### src/rtl/uart_test_services.sv
// Bring-up services: fake ADC sawtooth, UART byte echo and UART counting responder.
// Both UART functions share one uart_tx request port, and replay wins when both are active.
module uart_test_services #(
   parameter logic [7:0] ADC_STEP   = 8'd1,
   parameter logic [7:0] REPLAY_END = 8'h0D
) (
   input  logic       clk,
   input  logic       reset,
   input  logic       adc_tick,
   output logic [7:0] adc_data,
   input  logic       replay_activate,
   output logic       replay_done,
   input  logic       cnt_activate,
   output logic       cnt_done,
   input  logic       rx_ready,
   input  logic [7:0] rx_data,
   input  logic       tx_active,
   input  logic       tx_done,
   output logic       tx_start,
   output logic [7:0] tx_data
);

   // state       | meaning
   // *_IDLE      | function not activated, drives nothing
   // RPL_WAIT_RX | waiting for a fresh rx byte to echo
   // CNT_WAIT_N  | waiting for the count byte N
   // *_SEND      | byte ready, start uart_tx once it is idle
   // *_WAIT_TX   | start issued, waiting for tx_done
   // *_DONE      | session complete, done held until activate falls
   typedef enum logic [2:0] {
      RPL_IDLE, RPL_WAIT_RX, RPL_SEND, RPL_WAIT_TX, RPL_DONE
   } rpl_state_t;

   typedef enum logic [2:0] {
      CNT_IDLE, CNT_WAIT_N, CNT_SEND, CNT_WAIT_TX, CNT_DONE
   } cnt_state_t;

   logic [7:0] adc_d, adc_q;
   logic       rx_ready_d, rx_ready_q;
   logic       last_rpl_d, last_rpl_q;
   logic       new_byte;
   logic       cnt_en;

   rpl_state_t rpl_state_q;
   logic [7:0] rpl_byte_q, rpl_tx_q;
   logic       rpl_start_q, rpl_done_q;

   cnt_state_t cnt_state_q;
   logic [7:0] cnt_n_q, cnt_k_q, cnt_tx_q;
   logic       cnt_start_q, cnt_done_q;

   assign new_byte = rx_ready & ~rx_ready_q;
   assign cnt_en   = cnt_activate & ~replay_activate;

   // last_rpl tracks which function issued the most recent start so tx_data
   // stays on that byte until the next start.
   always_comb begin
      adc_d      = adc_q;
      rx_ready_d = rx_ready;
      last_rpl_d = last_rpl_q;
      if (adc_tick) begin
         adc_d = adc_q + ADC_STEP;
      end
      if (rpl_start_q) begin
         last_rpl_d = 1'b1;
      end else if (cnt_start_q) begin
         last_rpl_d = 1'b0;
      end
   end

   always_ff @(posedge clk or posedge reset) begin
      if (reset) begin
         adc_q      <= '0;
         rx_ready_q <= 1'b0;
         last_rpl_q <= 1'b0;
      end else begin
         adc_q      <= adc_d;
         rx_ready_q <= rx_ready_d;
         last_rpl_q <= last_rpl_d;
      end
   end

   always_ff @(posedge clk or posedge reset) begin
      if (reset) begin
         rpl_state_q <= RPL_IDLE;
         rpl_byte_q  <= '0;
         rpl_tx_q    <= '0;
         rpl_start_q <= 1'b0;
         rpl_done_q  <= 1'b0;
      end else begin
         rpl_start_q <= 1'b0;
         if (!replay_activate) begin
            rpl_state_q <= RPL_IDLE;
            rpl_done_q  <= 1'b0;
         end else begin
            case (rpl_state_q)
               RPL_IDLE: rpl_state_q <= RPL_WAIT_RX;
               RPL_WAIT_RX: begin
                  if (new_byte) begin
                     rpl_byte_q  <= rx_data;
                     rpl_state_q <= RPL_SEND;
                  end
               end
               RPL_SEND: begin
                  if (!tx_active) begin
                     rpl_start_q <= 1'b1;
                     rpl_tx_q    <= rpl_byte_q;
                     rpl_state_q <= RPL_WAIT_TX;
                  end
               end
               RPL_WAIT_TX: begin
                  if (tx_done) begin
                     if (rpl_byte_q == REPLAY_END) begin
                        rpl_state_q <= RPL_DONE;
                        rpl_done_q  <= 1'b1;
                     end else begin
                        rpl_state_q <= RPL_WAIT_RX;
                     end
                  end
               end
               RPL_DONE: rpl_done_q <= 1'b1;
               default:  rpl_state_q <= RPL_IDLE;
            endcase
         end
      end
   end

   always_ff @(posedge clk or posedge reset) begin
      if (reset) begin
         cnt_state_q <= CNT_IDLE;
         cnt_n_q     <= '0;
         cnt_k_q     <= '0;
         cnt_tx_q    <= '0;
         cnt_start_q <= 1'b0;
         cnt_done_q  <= 1'b0;
      end else begin
         cnt_start_q <= 1'b0;
         if (!cnt_en) begin
            cnt_state_q <= CNT_IDLE;
            cnt_done_q  <= 1'b0;
         end else begin
            case (cnt_state_q)
               CNT_IDLE: cnt_state_q <= CNT_WAIT_N;
               CNT_WAIT_N: begin
                  if (new_byte) begin
                     cnt_n_q <= rx_data;
                     cnt_k_q <= '0;
                     if (rx_data == 8'd0) begin
                        cnt_state_q <= CNT_DONE;
                        cnt_done_q  <= 1'b1;
                     end else begin
                        cnt_state_q <= CNT_SEND;
                     end
                  end
               end
               CNT_SEND: begin
                  if (!tx_active) begin
                     cnt_start_q <= 1'b1;
                     cnt_tx_q    <= cnt_k_q;
                     cnt_state_q <= CNT_WAIT_TX;
                  end
               end
               CNT_WAIT_TX: begin
                  if (tx_done) begin
                     cnt_k_q <= cnt_k_q + 8'd1;
                     if (cnt_k_q + 8'd1 == cnt_n_q) begin
                        cnt_state_q <= CNT_DONE;
                        cnt_done_q  <= 1'b1;
                     end else begin
                        cnt_state_q <= CNT_SEND;
                     end
                  end
               end
               CNT_DONE: cnt_done_q <= 1'b1;
               default:  cnt_state_q <= CNT_IDLE;
            endcase
         end
      end
   end

   assign adc_data    = adc_q;
   assign replay_done = rpl_done_q;
   assign cnt_done    = cnt_done_q;
   assign tx_start    = rpl_start_q | cnt_start_q;
   assign tx_data     = (rpl_start_q | (last_rpl_q & ~cnt_start_q)) ? rpl_tx_q : cnt_tx_q;

endmodule

### config.mk
export PLATFORM = sky130hd
export DESIGN_NAME = uart_test_services
export DESIGN_NICKNAME = d
export VERILOG_FILES = /design/src/rtl/uart_test_services.sv
export SDC_FILE = /design/constraint.sdc
export NUM_CORES = 1
export LEC_CHECK = 0
export ABC_CLOCK_PERIOD_IN_PS = 4200
export CORE_MARGIN = 5
export CORE_UTILIZATION = 35
export DETAILED_ROUTE_END_ITERATION = 8
export PLACE_DENSITY = 0.53
export SLEW_MARGIN = 20
export SYNTH_ARGS = -nofsm -noshare
export SYNTH_HDL_FRONTEND = slang
export SYNTH_SLANG_ARGS = --single-unit
### constraint.sdc
create_clock -name clk -period 4.2 [get_ports clk]
set_input_delay 0.63 -clock clk [delete_from_list [all_inputs] [get_ports clk]]
set_output_delay 0.63 -clock clk [all_outputs]
set_load 0.03 [all_outputs]
==> metrics, run 1 <==
status=finished, final reports clean; I/O Buffers=34; post-synth top area cell=dfrtp_1; predominant post-synthesis flop cell=dfrtp_1; Core Footprint=0.008093 sq mm; Place WS=1.266 ns; hold path depth=2; Avg Vias per Cell=4.970; global-route usage over all layers=12.60%; Post-Synthesis Cell Area=0.002850 sq mm; largest net degree at the start of global routing=47; hold crit path type=flop to flop; CTS tree=built; Hold Slack=0.4761 ns; Die Wd=100.2 microns; Slew Limit Fails=0; post-DP HPWL=4.337 mm; highest-count cells in the layout ignoring fill and taps=dfrtp_1, nand2_1, clkdlybuf4s50_1, mux2_2, o21ai_0; register area share after synthesis=52.68%; Post-Syn Nets=268; most common cell after layout, fill and taps aside=dfrtp_1; initial drt markers=69; WL met1=2.898 mm; wire length on met2=2.732 mm; multi-input logic area=0.001292 sq mm; Post-synth EDFFs=0; met3 WL=226 microns; Crit path required time=3.57 ns; Max-Cap Viols=0; min Tclk post-route=3.069 ns; peak supply drop=0.2591 mV; register area=0.001501 sq mm; IO Pins=35; cell count after synthesis=250; FP Rows=33; detailed-route via count=1,978; final-layout fill cell count=805; n_diodes=0; Post-DP Area=0.003299 sq mm; first-pass GRT wire length=9.922 mm; CTS buffer count=9; Bufs on Longest Clock Path=2; clock-pin transition on the worst setup and hold timing paths=0.06 ns; Top Metal Used=met4; Synth top area share=52.68%; R2R Setup Slk=1.99 ns; Max FO, Critical Path=9; Crit path arrival time=2.44 ns; mean post-synth cell area=11.40 sq um; die height=100.2 microns; final hold vios=0; postcts setup bufs=0; CP max stage cell=a21oi_1; Placed Cells=383; # setup viols final=0; Slew @ Worst Pin=0.9715 ns; H-tree levels=3; grt ovf=0; Slew headroom=35.14%; gpl congestion=0.7811; drt wl/cell=14.94 microns; RSZ-0062 raised after global routing=no; area of the die=0.01005 sq mm; LEAKAGE=0.001535 uW; vias in the first global route=2,015; PD cells=466.9 mW/mm^2; Synth area leaders=dfrtp_1, mux2_2, nand2_1; #FFs+latches synth=60; Critical Path End Type=output pin; Hold-fix buffers, CTS=0; Root Buffer=clkbuf_8; CTS Sinks=60; layout cell share with drive strength beyond 1=21.16%; initial antenna violation count=0; Ys Warns=0; Detail Route Antenna Nets=0; 1st-pass router iterations=4; post-CTS sizing=0; crit start category=flop; Max Freq=0.3258 GHz; DRC Markers=0; clock skew=0.005880 ns; Final WS setup=1.131 ns; WS Path Type=flop to output pin; Total Wirelength=5.945 mm; FFs w/ async S/R, synth=100.0%; crit-path max cell delay=0.73 ns; CP Cell Sequence=a21oi_1, mux2_2, clkdlybuf4s50_1; worst skew pair latency=0.33 ns; Non-Filler Instances=398; TNS Setup=0 ns; Synth cell types=49; initial core utilization=35.22%; Final Cell Area=0.003490 sq mm; fin crit share=73.07%; Register-to-Register Path Depth=5; area delta synth->final=22.43%; nets=307
synthesized netlist by cell type (2+ instances only):
master and count:
nand3b_1 2, dfrtp_1 60, nor4_1 2, o21ai_0 12, nor2_1 9, buf_2 2
mux2_2 33, o31ai_1 3, xor2_1 7, nor3b_1 4, a211oi_1 2, inv_1 6
nor2b_1 2, xnor2_1 11, a31oi_1 3, clkbuf_1 4, nand2_1 38, nand3_1 5
nand4_1 4, a21oi_1 3, nor4b_1 2, and3_1 4, ha_1 2, nand2b_1 3
nor3_1 3
sequential cells by signal, indices dropped and copies added, names as in the netlist:
register / count
cnt_n_q: 8
rpl_tx_q: 8
cnt_done: 1
replay_done: 1
rpl_start_q: 1
cnt_state_q: 3
cnt_k_q: 8
last_rpl_q: 1
adc_data: 8
rx_ready_q: 1
cnt_start_q: 1
rpl_byte_q: 8
rpl_state_q: 3
cnt_tx_q: 8
routing by layer:
metal	GRT usage (%)	up-vias
met3	3.683	9
met1	17.08	964
li1	-	965
met4	4.041	0
met5	0	-
met2	19.42	40
through the flow:
stage | total power (uW) | util [%]
floorplan | 992.3 | -
global placement | 1142 | 40.77
detailed placement | 1147 | 40.77
CTS | 1655 | 43.12
global route | 1710 | 43.12
finish | 1629 | 43.12
cell families (layout without fill, tap and decap cells):
group	count (synthesis)	after routing	synth area share (%)
xor+xnor	19	19	6.102
compound gates	30	30	7.243
flops	60	60	52.68
fa+ha+maj	2	2	0.8778
buf+inv	14	57	1.975
mux	33	33	13.04
simple gates	92	92	18.09
power by group:
part | internal [uW] | leakage [uW] | switching [uW]
Sequential | 669 | 0.000789 | 78.9
Combinational | 193 | 0.000648 | 189
Clock | 283 | 0.0000979 | 215
worst max-delay path, delay by kind of cell, from the launching register on:
kind | cells | cell delay (ns)
buffers and inverters | 1 | 0.59
AO/OA/AOI/OAI | 1 | 0.73
flip-flops | 1 | 0.36
multiplexers | 1 | 0.42
path summary, 6_finish.rpt:
path	startpoint	to
setup / recovery	last_rpl_q	tx_data[0]
hold / removal	cnt_tx_q[0]	cnt_tx_q[0]
setup reg to reg	cnt_state_q[2]	cnt_k_q[7]
hold reg to reg	cnt_tx_q[0]	cnt_tx_q[0]
max in group asynchronous	reset	cnt_tx_q[7]
min in group asynchronous	reset	adc_data[7]
final cells by class:
class,count,share of cell area (%)
clock buffer,10,3.944
clock inverter,5,1.506
inverter,7,0.7530
multi-input combinational,176,37.04
sequential,60,43.03
tap,105,3.765
timing repair buffer,35,9.968
(Power assumes the default switching activity.)
==> run 2, diff against run 1 <==
--- a/config.mk
+++ b/config.mk
@@ -5,11 +5,11 @@
 export SDC_FILE = /design/constraint.sdc
 export NUM_CORES = 1
 export LEC_CHECK = 0
-export ABC_CLOCK_PERIOD_IN_PS = 4200
+export ABC_CLOCK_PERIOD_IN_PS = 2600
 export CORE_MARGIN = 5
 export CORE_UTILIZATION = 35
 export DETAILED_ROUTE_END_ITERATION = 8
-export PLACE_DENSITY = 0.53
+export PLACE_DENSITY = 0.55
 export SLEW_MARGIN = 20
 export SYNTH_ARGS = -nofsm -noshare
 export SYNTH_HDL_FRONTEND = slang
==> constraint.sdc (replaced) <==
create_clock -name clk -period 2.6 [get_ports clk]
set_input_delay 0.39 -clock clk [delete_from_list [all_inputs] [get_ports clk]]
set_output_delay 0.39 -clock clk [all_outputs]
set_load 0.03 [all_outputs]
==> metrics, run 2 (synthesized netlist as in run 1, its figures left out) <==
Clock Power Share=31.9% (was 30.6%); largest net degree at the start of global routing=61 (was 47); initial drt markers=52 (was 69); internal power=1919 uW (was 1146 uW); Max Freq=0.4112 GHz; Crit path arrival time=2.04 ns (was 2.44 ns); WS Path Type=flop to output pin (unchanged); CP max stage cell=clkdlybuf4s50_1 (was a21oi_1); final-layout fill cell count=821 (was 805); hold crit path type=primary input to asynchronous set/reset pin (was flop to flop); Slew @ Worst Pin=0.6415 ns (was 0.9715 ns); NetSw=777.7 uW (was 483.7 uW); Sw Share=28.83% (was 29.69%); Place WS=0.3494 ns (was 1.266 ns); Total Wirelength=5.825 mm (was 5.945 mm); multi-input logic area=0.001296 sq mm (was 0.001292 sq mm); I/O Buffers=34 (unchanged); combinational share of power=23.2% (was 23.5%); highest-count cells in the layout ignoring fill and taps=dfrtp_1, nand2_1, clkdlybuf4s50_1, mux2_2 (was dfrtp_1, nand2_1, clkdlybuf4s50_1, mux2_2, o21ai_0); nets=311 (was 307); worst skew pair latency=0.33 ns (about the same); Pwr Total=2697 uW (was 1629 uW); gpl congestion=0.7986 (was 0.7811); Critical Path End Type=output pin (unchanged); vias in the first global route=2,067 (was 2,015); most common cell after layout, fill and taps aside=dfrtp_1 (unchanged); H-tree levels=3 (unchanged); CTS buffer count=9 (unchanged); peak supply drop=0.4020 mV (was 0.2591 mV); Slew Limit Fails=0 (unchanged); clock skew=0.008548 ns (was 0.005880 ns); status=finished, final reports clean (unchanged); FP Rows=33 (unchanged); layout cell share with drive strength beyond 1=21.89% (was 21.16%); grt ovf=0 (unchanged); Slew headroom=57.05% (was 35.14%); global-route usage over all layers=12.29% (was 12.60%); Final WS setup=0.1682 ns (was 1.131 ns); Detail Route Antenna Nets=0 (unchanged); detailed-route via count=1,964 (was 1,978); first-pass GRT wire length=9.791 mm (was 9.922 mm); Die Wd=100.2 microns (unchanged); Hold-fix buffers, CTS=0 (unchanged); DRC Markers=0 (unchanged); initial core utilization=35.22% (unchanged); register area=0.001501 sq mm (unchanged); Core Footprint=0.008093 sq mm (unchanged); crit start category=flop (unchanged); WL met1=2.890 mm (was 2.898 mm); Max FO, Critical Path=6 (was 9); CP Cell Sequence=a21oi_2, buf_4, mux2_2, clkdlybuf4s50_1 (was a21oi_1, mux2_2, clkdlybuf4s50_1); clock-pin transition on the worst setup and hold timing paths=0.07 ns (was 0.06 ns); Root Buffer=clkbuf_8 (unchanged); Bufs on Longest Clock Path=2 (unchanged); PD cells=760.1 mW/mm^2 (was 466.9 mW/mm^2); post-DP HPWL=4.212 mm (was 4.337 mm); TNS Setup=0 ns (unchanged); Worst R2R Start=cnt_k_q[0] (was cnt_state_q[2]); 1st-pass router iterations=4 (unchanged); crit-path max cell delay=0.59 ns (was 0.73 ns); # setup viols final=0 (unchanged); fin crit share=93.53%; Top Metal Used=met4 (unchanged); Avg Vias per Cell=4.886 (was 4.970); initial antenna violation count=0 (unchanged); IO Pins=35 (unchanged); RSZ-0062 raised after global routing=no (unchanged); CTS Sinks=60 (unchanged); LEAKAGE=0.001562 uW (was 0.001535 uW); wire length on met2=2.660 mm (was 2.732 mm); Max-Cap Viols=0 (unchanged); n_diodes=0 (unchanged); Setup crit start=last_rpl_q (unchanged); die height=100.2 microns (unchanged); min Tclk post-route=2.432 ns; area of the die=0.01005 sq mm (unchanged); CTS tree=built (unchanged); drt wl/cell=14.49 microns (was 14.94 microns); final hold vios=0 (unchanged); met3 WL=237 microns (was 226 microns); Crit path required time=2.21 ns (was 3.57 ns); area delta synth->final=24.50% (was 22.43%); Seq pwr share=44.9% (was 45.9%)
## run 2: cell types whose count changed in the layout (fill, tap and decap cells not counted)
cell,delta
a21oi_1,-1
a21oi_2,+1
buf_12,+1
buf_4,+3
clkbuf_1,+2
clkbuf_8,+2
clkinv_2,-3
clkinvlp_4,-1
## run 2: worst paths after layout
path	endpoint	slack, ns	cells after the start
max in group asynchronous	rpl_tx_q[5]	1.90	3
hold / removal	adc_data[0]	0.44	3
min in group clk	adc_data[7]	0.47	1
hold reg to reg	adc_data[7]	0.47	1
setup reg to reg	cnt_done	0.69	6
setup / recovery	tx_data[3]	0.17	4
## run 2: worst max-delay path: cells and delay by family, from the launching register on
family / cells / cell delay [ns]
buffers and inverters: 2 / 0.79
flip-flops: 1 / 0.37
multiplexers: 1 / 0.33
AO/OA/AOI/OAI: 1 / 0.23
## run 2: layout make-up
| class | count | area share [%] |
|---|---|---|
| clock buffers | 14 | 4.866 |
| clock inverters | 1 | 0.8463 |
| inverters | 7 | 0.7405 |
| multi-input cells | 176 | 36.53 |
| flip-flops and latches | 60 | 42.31 |
| well taps | 105 | 3.702 |
| repair buffers | 39 | 11.00 |
## run 2: power groups by stage
| stage | registers (uW) | logic [uW] | clock network (uW) |
|---|---|---|---|
| final | 1210 | 627 | 859 |
| after global routing | 1230 | 675 | 920 |
| after CTS | 1210 | 635 | 889 |
| after detailed placement | 1220 | 632 | 0 |
| after global placement | 1230 | 624 | 0 |
| after floorplan | 1290 | 313 | 0 |
## run 2: stage by stage
step | utilization [%] | cells | area, sq um | hold slack [ns]
3_3_place_gp | 41.30 | 387 | 3342 | 0.4611
6_report | 43.85 | 402 | 3548 | 0.4392
2_1_floorplan | - | 250 | 2850 | 0.4214
3_5_place_dp | 41.30 | 387 | 3342 | 0.4681
5_1_grt | 43.85 | 402 | 3548 | 0.4731
4_1_cts | 43.80 | 402 | 3545 | 0.4412
## run 2: what timing repair did
action,4_1_cts,5_1_grt
buffers inserted,0,0
gates resized for setup,0,1
setup endpoints to repair,0,5
## run 2: metal layers
layer | track usage [%] | vias to the layer above
met1 | 16.72 | 953
met5 | 0 | -
met2 | 18.71 | 32
li1 | - | 974
met4 | 3.109 | 0
met3 | 4.378 | 5
